[config.mk]
export PLATFORM = sky130hd
export DESIGN_NAME = arf_rat
export DESIGN_NICKNAME = d
export VERILOG_FILES = /design/src/rtl/arf_rat.sv
export SDC_FILE = /design/constraint.sdc
export NUM_CORES = 2
export LEC_CHECK = 0
export BUFFER_PORTS_ARGS = -buffer_cell sky130_fd_sc_hd__buf_4
export CAP_MARGIN = 20
export CORE_MARGIN = 10
export CORE_UTILIZATION = 60
export DETAILED_ROUTE_END_ITERATION = 16
export MAX_ROUTING_LAYER = met4
export PLACE_DENSITY = 0.77
export SLEW_MARGIN = 25
export SYNTH_ARGS = -nofsm -noshare
export SYNTH_HDL_FRONTEND = slang
export SYNTH_SLANG_ARGS = --single-unit
[constraint.sdc]
create_clock -name clk -period 50.5 [get_ports clk]
set_input_delay 7.575 -clock clk [delete_from_list [all_inputs] [get_ports clk]]
set_output_delay 7.575 -clock clk [all_outputs]
set_load 0.005 [all_outputs]
[src/rtl/arf_rat.sv]
// Architectural register file plus register alias table: renames destinations at dispatch,
// commits values at retire, and answers two source lookups with a same-cycle retire bypass.
module arf_rat #(
  parameter int N_ARF_REGS     = 32,
  parameter int REG_DATA_WIDTH = 32,
  parameter int ROB_ID_WIDTH   = 4,
  parameter int ARF_ID_WIDTH   = $clog2(N_ARF_REGS)
) (
  input  logic                      clk,
  input  logic                      rst_aH,
  input  logic                      dispatch_valid,
  input  logic                      dispatch_ready,
  input  logic                      dispatch_dst_valid,
  input  logic [ARF_ID_WIDTH-1:0]   dispatch_dst_arf_id,
  input  logic [ROB_ID_WIDTH-1:0]   dispatch_rob_id,
  input  logic [ARF_ID_WIDTH-1:0]   src1_arf_id,
  input  logic [ARF_ID_WIDTH-1:0]   src2_arf_id,
  output logic                      src1_busy,
  output logic                      src2_busy,
  output logic [ROB_ID_WIDTH-1:0]   src1_rob_id,
  output logic [ROB_ID_WIDTH-1:0]   src2_rob_id,
  output logic [REG_DATA_WIDTH-1:0] src1_data,
  output logic [REG_DATA_WIDTH-1:0] src2_data,
  input  logic                      retire,
  input  logic [ROB_ID_WIDTH-1:0]   retire_rob_id,
  input  logic [ARF_ID_WIDTH-1:0]   retire_arf_id,
  input  logic [REG_DATA_WIDTH-1:0] retire_reg_data,
  input  logic                      flush
);

  logic [REG_DATA_WIDTH-1:0] arf_data   [N_ARF_REGS];
  logic                      rat_busy   [N_ARF_REGS];
  logic [ROB_ID_WIDTH-1:0]   rat_rob_id [N_ARF_REGS];

  // Handshake: a dispatch takes effect only when dispatch_valid and dispatch_ready are both
  // high at the rising edge; this block never pushes back, so it has no ready of its own.
  logic dispatch_fire;
  logic rename_en;
  logic retire_en;

  assign dispatch_fire = dispatch_valid & dispatch_ready;
  assign rename_en     = dispatch_fire & dispatch_dst_valid & (dispatch_dst_arf_id != '0) & ~flush;
  assign retire_en     = retire & (retire_arf_id != '0);

  // Rename is applied after the retire clear so a same-register dispatch wins.
  always_ff @(posedge clk or posedge rst_aH) begin
    if (rst_aH) begin
      for (int i = 0; i < N_ARF_REGS; i++) begin
        arf_data[i]   <= '0;
        rat_busy[i]   <= 1'b0;
        rat_rob_id[i] <= '0;
      end
    end else begin
      if (flush) begin
        for (int i = 0; i < N_ARF_REGS; i++) rat_busy[i] <= 1'b0;
      end
      if (retire_en) begin
        arf_data[retire_arf_id] <= retire_reg_data;
        if (!flush && rat_busy[retire_arf_id] && (rat_rob_id[retire_arf_id] == retire_rob_id))
          rat_busy[retire_arf_id] <= 1'b0;
      end
      if (rename_en) begin
        rat_busy[dispatch_dst_arf_id]   <= 1'b1;
        rat_rob_id[dispatch_dst_arf_id] <= dispatch_rob_id;
      end
    end
  end

  logic [ARF_ID_WIDTH-1:0]   src_id   [2];
  logic                      lk_busy  [2];
  logic [ROB_ID_WIDTH-1:0]   lk_rob   [2];
  logic [REG_DATA_WIDTH-1:0] lk_data  [2];

  assign src_id[0] = src1_arf_id;
  assign src_id[1] = src2_arf_id;

  // Lookups see pre-edge state; a retiring youngest producer is forwarded directly.
  always_comb begin
    for (int p = 0; p < 2; p++) begin
      lk_busy[p] = 1'b0;
      lk_rob[p]  = '0;
      lk_data[p] = '0;
      if (!rst_aH && (src_id[p] != '0)) begin
        lk_rob[p] = rat_rob_id[src_id[p]];
        if (rat_busy[src_id[p]] && retire && (rat_rob_id[src_id[p]] == retire_rob_id)
            && (retire_arf_id == src_id[p])) begin
          lk_data[p] = retire_reg_data;
        end else if (rat_busy[src_id[p]]) begin
          lk_busy[p] = 1'b1;
          lk_data[p] = arf_data[src_id[p]];
        end else begin
          lk_data[p] = arf_data[src_id[p]];
        end
      end
    end
  end

  assign src1_busy   = lk_busy[0];
  assign src2_busy   = lk_busy[1];
  assign src1_rob_id = lk_rob[0];
  assign src2_rob_id = lk_rob[1];
  assign src1_data   = lk_data[0];
  assign src2_data   = lk_data[1];

endmodule

==> impl_metrics.yaml <==
cts:
  cts-root-buf: "clkbuf_16"
  ctsLongestPathBuffers: 3
  clk_latency_ns: 0.76
  cts.htree.levels: 4
  cts_tree: "done"
  postCtsSetupBuffers: 0
  post_cts_resized: 0
  cts_buffers: 130
  clk_pin_slew_ns: 0.06
  cts.sinks: 1184
  hold_buffers: 0
global_route:
  grt_pass1_wl_um: 286800
  grt_max_degree: 175
  grt_usage_pct: 32.41
  antenna_found_initial: 2
  grt_pass1_vias: 42910
  grt_remaining_overflow: 0
drt:
  wl_per_cell_um: 34.50
  vias: 41320
  drc: 0
  viasPerCell: 7.471
  wl_um: 190800
  drtIter0Drc: 4297
  ant_nets: 0
  dr.pass1.iters: 6
placement:
  pre_cts_ws_ns: 29.98
  place.gp.congestion: 0.9420
  dp_hpwl_um: 106600
  numPortBuffers: 140
worst_setup_path:
  crit_top_cell: "buf_4"
  crit_type: "input port to primary output"
  crit_slowest_cell: "buf_4"
  start_kind: "input port"
  critPathBufInv: 6
  path_cells: "buf_8 > buf_12 > buf_4 > mux4_2 > mux4_2 > mux2i_4 > xnor2_2 > buf_4 > or3_2 > buf_4 > a21oi_1 > buf_4"
  worstPathRequired_ns: 42.92
  path_max_fanout: 103
  crit_family: "buffers and inverters"
  slowest_delay_ns: 0.84
  worstSetupEndpointType: "primary output"
  cp.arrival_ns: 12.78
logic_synthesis:
  syn_nets: 4242
  synth-warning-count: 0
  ys_types: 64
  synth-seq-cells: 1184
  avgSynthCellArea_sq_um: 15.71
  synth_area_leaders: "dfrtp_1 (45%), mux4_2 (25%), mux2_2 (19%)"
  synth_enable_flop_cells: 0
  syn-cell-area_sq_mm: 0.06559
  async_flop_share_pct: 100.0
  yosysTopAreaCell: "dfrtp_1"
  synth_cells: 4175
  yosysTopAreaCellShare_pct: 45.17
  synth_ff_type: "dfrtp_1"
  synth.yosys.seq_area_share_pct: 45.17
timing:
  setup_viol: 0
  setup_slack_ns: 30.15
  hold_slack_ns: 0.3956
  fin_setup_tns_ns: 0
  skew_ns: 0.01712
  min_period_over_period_pct: 40.30
  rsz0062_at_grt: "no"
  min_period_ns: 20.35
  hold_viol_final: 0
  drv_slew: 0
  fmax_ghz: 0.04914
  worst_pin_slew_ns: 1.281
  max_slew_margin_pct: 14.57
power:
  irDropWorstVdd_mv: 0.03375
  power.density_mw_per_mm2: 38.52
  power.leakage_nw: 30.97
die:
  std_cell_rows: 121
  pin_count: 141
  die_area_sq_mm: 0.1229
  die_x_um: 350.6
  die_y_um: 350.6
  core_area_sq_mm: 0.1087
  initial_core_util_pct: 60.34
layout:
  final_util_pct: 66.12
  final_layout_size_suffix_gt1_share_pct: 57.18
  mostFrequentLayoutCells: "dfrtp_1 (1184), mux2_2 (1124), mux4_2 (734)"
  nets: 4084
  final_common_cell: "dfrtp_1"
  syn2layout_area_growth_pct: 9.590
outcome:
  status: "completed"
flow_run:
  cap_violations: 0
hold_path:
  hold_path_class: "register to register"
## metrics by stage
stage / total power, mW / cells / area, sq um
5_1_grt: 2.868 / 5531 / 71880
3_3_place_gp: 1.760 / 5295 / 67320
3_5_place_dp: 1.787 / 5296 / 67360
2_1_floorplan: 1.635 / 4175 / 65590
4_1_cts: 2.773 / 5526 / 71780
6_report: 2.768 / 5531 / 71880
## kinds of logic (layout without fill, tap and decap cells)
| group | Yosys count | after routing | share of synthesized area, % |
|---|---|---|---|
| simple gates | 234 | 234 | 1.898 |
| other cells | 0 | 2 | 0 |
| compound gates | 253 | 253 | 3.007 |
| flops | 1184 | 1184 | 45.17 |
| buf+inv | 502 | 442 | 3.232 |
| mux | 1986 | 1986 | 46.48 |
| xor+xnor | 16 | 16 | 0.2137 |
## layout make-up
type	instances	area [sq um]
fill	7439	36830
multi-input combinational	2489	34230
sequential	1184	29630
clock buffer	187	3834
timing repair buffer	206	1789
tap	1414	1769
clock inverter	43	586.8
inverter	6	30.03
antenna	2	5.005
## synth_stat cells (5+ instances only)
master,instances
a21oi_1,39
a22oi_1,41
a31o_2,17
a31oi_1,7
a32o_1,10
and2_1,7
and3_1,11
and3b_1,9
buf_1,98
buf_2,85
buf_4,8
buf_6,11
clkbuf_1,293
dfrtp_1,1184
inv_1,6
mux2_2,1124
mux2i_1,127
mux4_2,734
nand2_1,56
nand3_1,17
nand3b_1,5
nand4_1,26
nor2_1,47
nor2b_1,14
nor3_1,5
nor3b_1,9
o21ai_0,9
o311a_1,33
o31ai_1,34
o41ai_1,32
or2_2,6
xnor2_1,7
xor2_1,9
## layer usage
layer  GRT usage [%]  up-vias  share of wire, %
li1                -    16230                 -
met1           41.78    22280                38
met2           49.74     2188                48
met3           6.482      619               8.6
met4           15.17        0               5.3
met5               -        -                 0
## path summary, 6_finish.rpt
path,startpoint,to,slack [ns],cells past startpoint
setup / recovery,src2_arf_id[0],src2_data[16],30.15,12
hold / removal,arf_data[1017],arf_data[1017],0.40,0
setup reg to reg,rat_rob_id[82],rat_busy[30],47.88,8
hold reg to reg,arf_data[1017],arf_data[1017],0.40,0
max in group asynchronous,rst_aH,arf_data[78],40.30,5
min in group asynchronous,rst_aH,rat_rob_id[125],7.01,2
## state kept, by name, indices dropped and copies added, names as in the netlist
register / cells
arf_data: 1024
rat_rob_id: 128
rat_busy: 32
## power by group
part	internal [mW]	switching [mW]	total, mW
Combinational	0.338	0.216	0.554
Sequential	1.11	0.115	1.22
Clock	0.586	0.404	0.990
Power figures use the tool's default switching activity.
